==> src/rtl/ram_pkg.sv <==
`default_nettype none
// ram_pkg: state encoding, direction codes and default geometry shared by the RAM arbiter slice.
package ram_pkg;

  typedef enum logic [1:0] {
    ST_IDLE   = 2'd0,
    ST_SETUP  = 2'd1,
    ST_ACCESS = 2'd2,
    ST_DONE   = 2'd3
  } state_t;

  localparam logic RW_READ  = 1'b1;
  localparam logic RW_WRITE = 1'b0;

  localparam int RAM_ADDR_W = 8;
  localparam int RAM_DATA_W = 8;

endpackage
`default_nettype wire

==> src/rtl/ram_arbiter_if.sv <==
`default_nettype none
// ram_arbiter_if: two-requester bus plus the RAM-side port of the arbiter.
interface ram_arbiter_if
  import ram_pkg::*;
#(
  parameter int ADDR_W = RAM_ADDR_W,
  parameter int DATA_W = RAM_DATA_W
);
  logic              req0;
  logic              rw0;
  logic [ADDR_W-1:0] addr0;
  logic [DATA_W-1:0] wdata0;
  logic              ack0;
  logic              req1;
  logic              rw1;
  logic [ADDR_W-1:0] addr1;
  logic [DATA_W-1:0] wdata1;
  logic              ack1;
  logic [DATA_W-1:0] rdata;
  logic              busy;
  logic              ram_cs;
  logic              ram_rw;
  logic [ADDR_W-1:0] ram_addr;
  logic [DATA_W-1:0] ram_wdata;
  logic [DATA_W-1:0] ram_rdata;

  modport slave (
    input  req0, rw0, addr0, wdata0, req1, rw1, addr1, wdata1, ram_rdata,
    output ack0, ack1, rdata, busy, ram_cs, ram_rw, ram_addr, ram_wdata
  );

  modport master (
    output req0, rw0, addr0, wdata0, req1, rw1, addr1, wdata1, ram_rdata,
    input  ack0, ack1, rdata, busy, ram_cs, ram_rw, ram_addr, ram_wdata
  );
endinterface
`default_nettype wire

==> src/rtl/rr_select2.sv <==
`default_nettype none
// rr_select2: combinational two-way round-robin pick; rr_ptr breaks ties only.
module rr_select2 (
  input  logic req0,
  input  logic req1,
  input  logic rr_ptr,
  output logic grant_valid,
  output logic grant_id
);
  always_comb begin
    grant_valid = req0 | req1;
    grant_id    = (req0 & req1) ? rr_ptr : req1;
  end
endmodule
`default_nettype wire

==> src/rtl/ram_arbiter.sv <==
`default_nettype none
// ram_arbiter: round-robin arbiter that sequences two requesters onto a level-sensitive RAM.
module ram_arbiter
  import ram_pkg::*;
#(
  parameter int ADDR_W        = RAM_ADDR_W,
  parameter int DATA_W        = RAM_DATA_W,
  parameter int ACCESS_CYCLES = 1
) (
  input  logic         clk,
  input  logic         rst_n,
  ram_arbiter_if.slave bus
);
  localparam logic [3:0] CNT_INIT = 4'(ACCESS_CYCLES - 1);

  state_t            state_q, state_d;
  logic              rr_q, rr_d;
  logic              gid_q, gid_d;
  logic [3:0]        cnt_q, cnt_d;
  logic              cs_q, cs_d;
  logic              rw_q, rw_d;
  logic [ADDR_W-1:0] addr_q, addr_d;
  logic [DATA_W-1:0] wdata_q, wdata_d;
  logic [DATA_W-1:0] rdata_q, rdata_d;
  logic              ack0_q, ack0_d;
  logic              ack1_q, ack1_d;
  logic              busy_q, busy_d;
  logic              grant_valid;
  logic              grant_id;

  rr_select2 u_sel (
    .req0        (bus.req0),
    .req1        (bus.req1),
    .rr_ptr      (rr_q),
    .grant_valid (grant_valid),
    .grant_id    (grant_id)
  );

  always_ff @(posedge clk or negedge rst_n) begin
    if (!rst_n) begin
      state_q <= ST_IDLE;
      rr_q    <= 1'b0;
      gid_q   <= 1'b0;
      cnt_q   <= '0;
      cs_q    <= 1'b0;
      rw_q    <= RW_READ;
      addr_q  <= '0;
      wdata_q <= '0;
      rdata_q <= '0;
      ack0_q  <= 1'b0;
      ack1_q  <= 1'b0;
      busy_q  <= 1'b0;
    end else begin
      state_q <= state_d;
      rr_q    <= rr_d;
      gid_q   <= gid_d;
      cnt_q   <= cnt_d;
      cs_q    <= cs_d;
      rw_q    <= rw_d;
      addr_q  <= addr_d;
      wdata_q <= wdata_d;
      rdata_q <= rdata_d;
      ack0_q  <= ack0_d;
      ack1_q  <= ack1_d;
      busy_q  <= busy_d;
    end
  end

  // Every output is computed one cycle ahead so the registered copy lines up with its state.
  always_comb begin
    state_d = state_q;
    rr_d    = rr_q;
    gid_d   = gid_q;
    cnt_d   = cnt_q;
    cs_d    = cs_q;
    rw_d    = rw_q;
    addr_d  = addr_q;
    wdata_d = wdata_q;
    rdata_d = rdata_q;
    ack0_d  = 1'b0;
    ack1_d  = 1'b0;
    case (state_q)
      ST_IDLE: begin
        if (grant_valid) begin
          rw_d    = grant_id ? bus.rw1    : bus.rw0;
          addr_d  = grant_id ? bus.addr1  : bus.addr0;
          wdata_d = grant_id ? bus.wdata1 : bus.wdata0;
          gid_d   = grant_id;
          rr_d    = ~grant_id;
          state_d = ST_SETUP;
        end
      end
      ST_SETUP: begin
        cnt_d   = CNT_INIT;
        cs_d    = 1'b1;
        state_d = ST_ACCESS;
      end
      ST_ACCESS: begin
        if (cnt_q != 4'd0) begin
          cnt_d = cnt_q - 4'd1;
        end else begin
          if (rw_q == RW_READ) rdata_d = bus.ram_rdata;
          cs_d    = 1'b0;
          ack0_d  = ~gid_q;
          ack1_d  = gid_q;
          state_d = ST_DONE;
        end
      end
      ST_DONE: begin
        // Park on read so a stray chip select can never corrupt memory.
        rw_d    = RW_READ;
        state_d = ST_IDLE;
      end
      default: state_d = ST_IDLE;
    endcase
    busy_d = (state_d != ST_IDLE);
  end

  assign bus.ack0      = ack0_q;
  assign bus.ack1      = ack1_q;
  assign bus.rdata     = rdata_q;
  assign bus.busy      = busy_q;
  assign bus.ram_cs    = cs_q;
  assign bus.ram_rw    = rw_q;
  assign bus.ram_addr  = addr_q;
  assign bus.ram_wdata = wdata_q;

endmodule
`default_nettype wire
==> src/flat_wrapper.sv <==
// flat-port wrapper written by rule: the top's interface ports become plain ports
module ram_arbiter_flat import ram_pkg::*;
#(
  parameter int ADDR_W        = RAM_ADDR_W,
  parameter int DATA_W        = RAM_DATA_W,
  parameter int ACCESS_CYCLES = 1
)
  (clk, rst_n, bus_req0, bus_rw0, bus_addr0, bus_wdata0, bus_req1, bus_rw1, bus_addr1, bus_wdata1, bus_ram_rdata, bus_ack0, bus_ack1, bus_rdata, bus_busy, bus_ram_cs, bus_ram_rw, bus_ram_addr, bus_ram_wdata);
  ram_arbiter_if #(.ADDR_W(ADDR_W), .DATA_W(DATA_W)) bus_i ();
  input  logic clk;
  input  logic rst_n;
  input wire logic [$bits(bus_i.req0)-1:0] bus_req0;
  input wire logic [$bits(bus_i.rw0)-1:0] bus_rw0;
  input wire logic [$bits(bus_i.addr0)-1:0] bus_addr0;
  input wire logic [$bits(bus_i.wdata0)-1:0] bus_wdata0;
  input wire logic [$bits(bus_i.req1)-1:0] bus_req1;
  input wire logic [$bits(bus_i.rw1)-1:0] bus_rw1;
  input wire logic [$bits(bus_i.addr1)-1:0] bus_addr1;
  input wire logic [$bits(bus_i.wdata1)-1:0] bus_wdata1;
  input wire logic [$bits(bus_i.ram_rdata)-1:0] bus_ram_rdata;
  output wire logic [$bits(bus_i.ack0)-1:0] bus_ack0;
  output wire logic [$bits(bus_i.ack1)-1:0] bus_ack1;
  output wire logic [$bits(bus_i.rdata)-1:0] bus_rdata;
  output wire logic [$bits(bus_i.busy)-1:0] bus_busy;
  output wire logic [$bits(bus_i.ram_cs)-1:0] bus_ram_cs;
  output wire logic [$bits(bus_i.ram_rw)-1:0] bus_ram_rw;
  output wire logic [$bits(bus_i.ram_addr)-1:0] bus_ram_addr;
  output wire logic [$bits(bus_i.ram_wdata)-1:0] bus_ram_wdata;
  assign bus_i.req0 = bus_req0;
  assign bus_i.rw0 = bus_rw0;
  assign bus_i.addr0 = bus_addr0;
  assign bus_i.wdata0 = bus_wdata0;
  assign bus_i.req1 = bus_req1;
  assign bus_i.rw1 = bus_rw1;
  assign bus_i.addr1 = bus_addr1;
  assign bus_i.wdata1 = bus_wdata1;
  assign bus_i.ram_rdata = bus_ram_rdata;
  assign bus_ack0 = bus_i.ack0;
  assign bus_ack1 = bus_i.ack1;
  assign bus_rdata = bus_i.rdata;
  assign bus_busy = bus_i.busy;
  assign bus_ram_cs = bus_i.ram_cs;
  assign bus_ram_rw = bus_i.ram_rw;
  assign bus_ram_addr = bus_i.ram_addr;
  assign bus_ram_wdata = bus_i.ram_wdata;
  ram_arbiter #(.ADDR_W(ADDR_W), .DATA_W(DATA_W), .ACCESS_CYCLES(ACCESS_CYCLES)) u_core (.clk(clk), .rst_n(rst_n), .bus(bus_i));
endmodule
==> config.mk <==
export PLATFORM = sky130hd
export DESIGN_NAME = ram_arbiter_flat
export DESIGN_NICKNAME = d
export VERILOG_FILES = /design/src/rtl/ram_pkg.sv /design/src/rtl/ram_arbiter_if.sv /design/src/rtl/rr_select2.sv /design/src/rtl/ram_arbiter.sv /design/src/flat_wrapper.sv
export SDC_FILE = /design/constraint.sdc
export NUM_CORES = 1
export LEC_CHECK = 0
export BUFFER_PORTS_ARGS = -buffer_cell sky130_fd_sc_hd__buf_2
export CORE_MARGIN = 1.5
export CORE_UTILIZATION = 42
export DETAILED_ROUTE_END_ITERATION = 8
export GPL_ROUTABILITY_DRIVEN = 0
export PLACE_DENSITY = 0.84
export SLEW_MARGIN = 20
export SYNTH_ARGS = -nofsm -noshare
export SYNTH_HDL_FRONTEND = slang
export SYNTH_HIERARCHICAL = 1
export SYNTH_SLANG_ARGS = --single-unit
==> constraint.sdc <==
create_clock -name clk -period 1.9 [get_ports clk]
set_clock_uncertainty 0.2 [all_clocks]
set_input_delay 0.38 -clock clk [delete_from_list [all_inputs] [get_ports clk]]
set_output_delay 0.38 -clock clk [all_outputs]
set_load 0.1 [all_outputs]
### Word level (Yosys, flattened, before mapping)

Index checks and enable logic that the tools add are counted.

* bits in registers: 37
* memory bits (read-only): 0
* memories: 0
* bits in writable memories: 0
* output and inout bits: 29
* latch bits: 0

* bitwise operators: 5
* divide/modulo/power cells: 0
* shifts and indexed selects: 0
* multiply operators: 0
* add/subtract/negate cells: 1
* magnitude comparators: 0
* reduce and logical (&&, ||, !) cells: 10
* eq/ne operators: 6
* muxes and demuxes: 17

Operator list (count)
* 8-bit two-way mux: 2
* 1-bit two-way mux: 8
* 2-bit case mux with 4 select lines: 1
* 4-bit case mux with 2 select lines: 1
* 2-bit AND reduction: 4
* 2-bit nonzero test: 3
* 2-bit equality test, second input constant: 2
* 2-bit two-way mux: 2
* 4-bit two-way mux: 1
* 2-bit by 1-bit inequality test with 1-bit output, second input constant: 2
* 1-bit case mux with 2 select lines: 2
* 4-bit nonzero test: 1
* 4-bit by 1-bit subtractor with 4-bit output, second input constant: 1
* 1-bit inverter: 3
* 3-bit AND reduction: 1
* 2-bit by 1-bit equality test with 1-bit output, second input constant: 1
* 2-bit zero test: 1
* 2-bit inequality test, second input constant: 1
* 1-bit bitwise AND: 1
* 1-bit bitwise OR: 1

### Depth between registers and ports, before layout

* word-level depth: 5
* gate-level depth with buffers: 6

### Hierarchy

The synthesis kept the hierarchy.

Modules (own cells, without submodules)
* ram_arbiter: cells each 149, sequential area each 927.1 um2, area an instance 1685.4 um2, times used 1
* rr_select2: cells each 3, sequential area each 0.0 um2, area an instance 17.5 um2, times used 1

### Worst setup path after synthesis

Ideal clock, no wire load.

* path kind: register -> register
* start point: reg u_core.cnt_q[0]
* end point: reg u_core.rdata_q[0], in the netlist u_core/bus.rdata[0]
* setup slack: -4 ps
* buffers on the path: 1
* cell stages (with the launch flop): 7
* data arrival time: 1579 ps
* setup time: 125 ps
* cell sequence: dfrtp_1 inv_1 ha_1 nor3b_4 and3_1 buf_6 mux2_2

* longest elaborated chain between the ends: 3

RTL lines
* start, declared: RTL line ram_arbiter.sv:19 `logic [3:0] cnt_q, cnt_d;`
* start signal, assigned: RTL line ram_arbiter.sv:57 `cnt_q <= cnt_d;`
* 4-bit nonzero test: RTL line ram_arbiter.sv:99 `if (cnt_q != 4'd0) begin`
* 1-bit inverter (no source line)
* 3-bit AND reduction (no source line)
* end signal, assigned: RTL line ram_arbiter.sv:62 `rdata_q <= rdata_d;`
* end, declared: RTL line ram_arbiter.sv:24 `logic [DATA_W-1:0] rdata_q, rdata_d;`

No other way between the ends.
A chain may end at the register's enable or synchronous reset.

### Worst setup path in the final report

* start point: reg u_core.rw_q, in the netlist u_core/bus.ram_rw
* end point: out bus_ram_rw

RTL lines
* start, declared: RTL line ram_arbiter.sv:21 `logic rw_q, rw_d;`
* start signal, assigned: RTL line ram_arbiter.sv:59 `rw_q <= rw_d;`
* end, declared: RTL line flat_wrapper.sv:26 `output wire logic [$bits(bus_i.ram_rw)-1:0] bus_ram_rw;`

No word-level cell between the ends.

==> summary.txt <==
Outcome
  • Status: completed

Critical path
  • CP delay by family, top: flip-flops
  • Arr. time, crit path: 1280 ps
  • Setup crit start kind: flop
  • Worst path slowest cell: dfstp_2
  • Worst EP required: 1320 ps
  • CP Cell Sequence: buf_2
  • Max FO, Critical Path: 4
  • Crit path capture type: output port
  • Worst Path Buf+Inv: 1
  • Slowest stage delay, CP: 570 ps
  • Critical path class: reg2out

Route
  • First drt pass iteration count: 4
  • First DRT Iteration DRCs: 81
  • Routed vias: around 1400
  • ANT nets after route: 0
  • Remaining DRCs: 0
  • Aggregate routed wire length: between 3000 and 4000 µm
  • Mean number of vias per cell: around 4.9
  • DR WL/cell: 12.66 µm

Place
  • HPWL Detailed: between 2000 and 3000 µm
  • Port bufs: 74
  • Total placed cells including tap cells: ~280
  • Post-Place Setup Slack: -33.14 ps

Timing
  • RSZ-0062 raised after global routing: true
  • Setup Viol. Count Final: 0
  • Max Clk Rate: 0.5366 GHz
  • Final min period: 1863 ps
  • Final hold slack: 133.9 ps
  • Period utilization: 98.07%
  • Slew @ Worst Pin: 494.6 ps
  • Final setup margin: 36.58 ps
  • Max-slew violations: 0
  • Final-report hold violation count: 0
  • Max-slew headroom: approximately two thirds

Clock network
  • Reg clk slew, reported paths: around 70 ps
  • Clock buffer count from CTS: 5
  • Depth of the CTS H-tree: 2
  • Worst skew pair latency: ~280 ps
  • Clk buf depth: 2
  • CTS tree: done
  • CTS sink cnt: 37
  • Root Driver: clkbuf_8

Synthesis
  • Mapped Area: 1703 µm²
  • Seq/Total Area, Yosys: 54.45%
  • Top_reg_cell synth: dfrtp_1
  • Syn nets: 204
  • Post-synth EDFFs: 0
  • Mean Syn Cell Area: 11.20 µm²
  • Cell count after synthesis: 152
  • Asr flop ratio synth: 100.0%
  • Synthesized flop and latch total: 37
  • Yosys cell types: 32
  • Yosys warnings: 6

Global route
  • GRT Max-Usage Layer: met2
  • Met2 usage: 30.25%
  • Largest net degree at the start of global routing: 35
  • Met3 Use GR: 5.574%
  • First-pass GRT wire length: 5685 µm
  • GRT met1 Usage: 19.17%
  • Initial antenna violation count: 0
  • GRT Overall Usage: 17.30%
  • GRT overflow: 0
  • Vias in the first global route: 1325

Final layout
  • Area growth syn-to-layout: 34.31%
  • Non-filler cells, final: 286
  • # diodes: 0
  • Nets: approximately 290
  • Share of post-route cells with drive strength above 1: 44.54%

Floorplan
  • Full die area: between 4000 and 5000 µm²
  • Die H: 66.68 µm
  • Initial Util: 45.16%
  • Top-Level Pins: 75
  • Row count: 22
  • Core area: 3771 µm²
  • Die width: 66.68 µm

Flow run
  • MaxCap Viol Count: 0

Worst hold path
  • Type of the most critical hold path: in2reg
[registers in the layout, summed over array words and instances (netlist names)]
register / cells
u_core/bus.ram_addr: 8
u_core/bus.ram_wdata: 8
u_core/bus.rdata: 8
u_core/cnt_q: 4
u_core/state_q: 2
u_core/bus.ack0: 1
u_core/bus.ack1: 1
u_core/bus.busy: 1
u_core/bus.ram_cs: 1
u_core/bus.ram_rw: 1
u_core/gid_q: 1
u_core/rr_q: 1
[Yosys cell counts (3+ instances only)]
cell type | number | area (µm²)
nor2_1 | 4 | 15.01
clkbuf_1 | 4 | 15.01
dfrtp_1 | 36 | 900.9
o22ai_1 | 3 | 18.77
inv_1 | 7 | 26.28
nand2_1 | 24 | 90.09
mux2_2 | 9 | 101.4
ha_1 | 6 | 75.07
o21ai_0 | 21 | 105.1
mux2i_1 | 16 | 160.2
[path summary, 6_finish.rpt]
kind | endpoint | from | slack (ps) | cells after the start
worst max-delay path | bus_ram_rw | u_core/bus.ram_rw$_DFFE_PN1P_ | 40 | 1
worst min-delay path | u_core/bus.rdata[4]$_DFFE_PN0P_ | bus_ram_rdata[4] | 130 | 2
worst max register to register | u_core/bus.rdata[0]$_DFFE_PN0P_ | u_core/cnt_q[0]$_DFFE_PN0P_ | 60 | 5
worst min register to register | u_core/bus.ack0$_DFF_PN0_ | u_core/gid_q$_DFFE_PN0P_ | 260 | 1
max in group asynchronous | u_core/bus.ram_rw$_DFFE_PN1P_ | rst_n | 640 | 3
min in group asynchronous | u_core/cnt_q[1]$_DFFE_PN0P_ | rst_n | 320 | 2
[routing by layer]
metal,vias up,wire length (µm)
met2,45,1810
li1,691,-
met3,2,272
met1,664,1517
met4,0,21
met5,-,0
[through the flow]
stage | cell area, µm² | TNS (ps) | utilization [%]
floorplan | 1703 | 0 | -
global placement | 2178 | 0 | 57.76
detailed placement | 2178 | -192.9 | 57.76
CTS | 2280 | 0 | 60.45
global route | 2287 | -7.282 | 60.65
finish | 2287 | 0 | 60.65
[layout make-up]
| cell class | instances | area, µm² |
|---|---|---|
| tap | 48 | 60.06 |
| fill | 327 | 1484 |
| clock buffer | 8 | 90.09 |
| sequential | 37 | 927.1 |
| timing repair buffer | 85 | 467.9 |
| inverter | 7 | 26.28 |
| multi-input combinational | 101 | 715.7 |
[cells in the final DEF (no fill, tap or decap)]
master,Yosys,routed
xnor2_1,1,1
nand3b_1,1,1
ha_1,6,6
clkbuf_1,4,2
dfstp_2,1,1
o311ai_0,1,1
nor3b_1,1,1
buf_4,1,9
mux2i_1,16,16
dfrtp_1,36,36
nand3_1,1,1
o21ai_0,21,21
or2_1,1,1
inv_2,0,1
nor4b_1,1,1
nor2b_1,1,1
and2_1,1,1
nor2_1,4,4
or2_2,1,1
nor3b_4,1,1
buf_2,1,74
a22o_1,1,1
buf_12,0,1
nand2_1,24,24
dlygate4sd3_1,0,1
o22ai_1,3,3
a21boi_2,0,1
o31ai_1,1,1
clkbuf_8,0,6
o32a_1,1,1
and3_2,1,2
or4_1,1,1
inv_1,7,6
mux2_2,9,9
[cells by family (layout without fill, tap and decap cells)]
| group | Yosys count | after routing | share of synthesized area (%) |
|---|---|---|---|
| compound gates | 29 | 29 | 9.773 |
| fa+ha+maj | 6 | 6 | 4.408 |
| flops | 37 | 37 | 54.45 |
| xor+xnor | 1 | 1 | 0.5144 |
| mux | 25 | 25 | 15.36 |
| simple gates | 40 | 40 | 11.68 |
| buf+inv | 14 | 100 | 3.821 |
[timing repair]
item,in CTS,in global routing
setup endpoints to repair,8,2
setup buffers,0,1
cloned,0,0
hold buffers,1,0
resized for setup,1,0
endpoints found under the hold margin,12,0
Power is not shown: default switching activity piles up to over one toggle a cycle in this logic, so the estimate is an artifact.
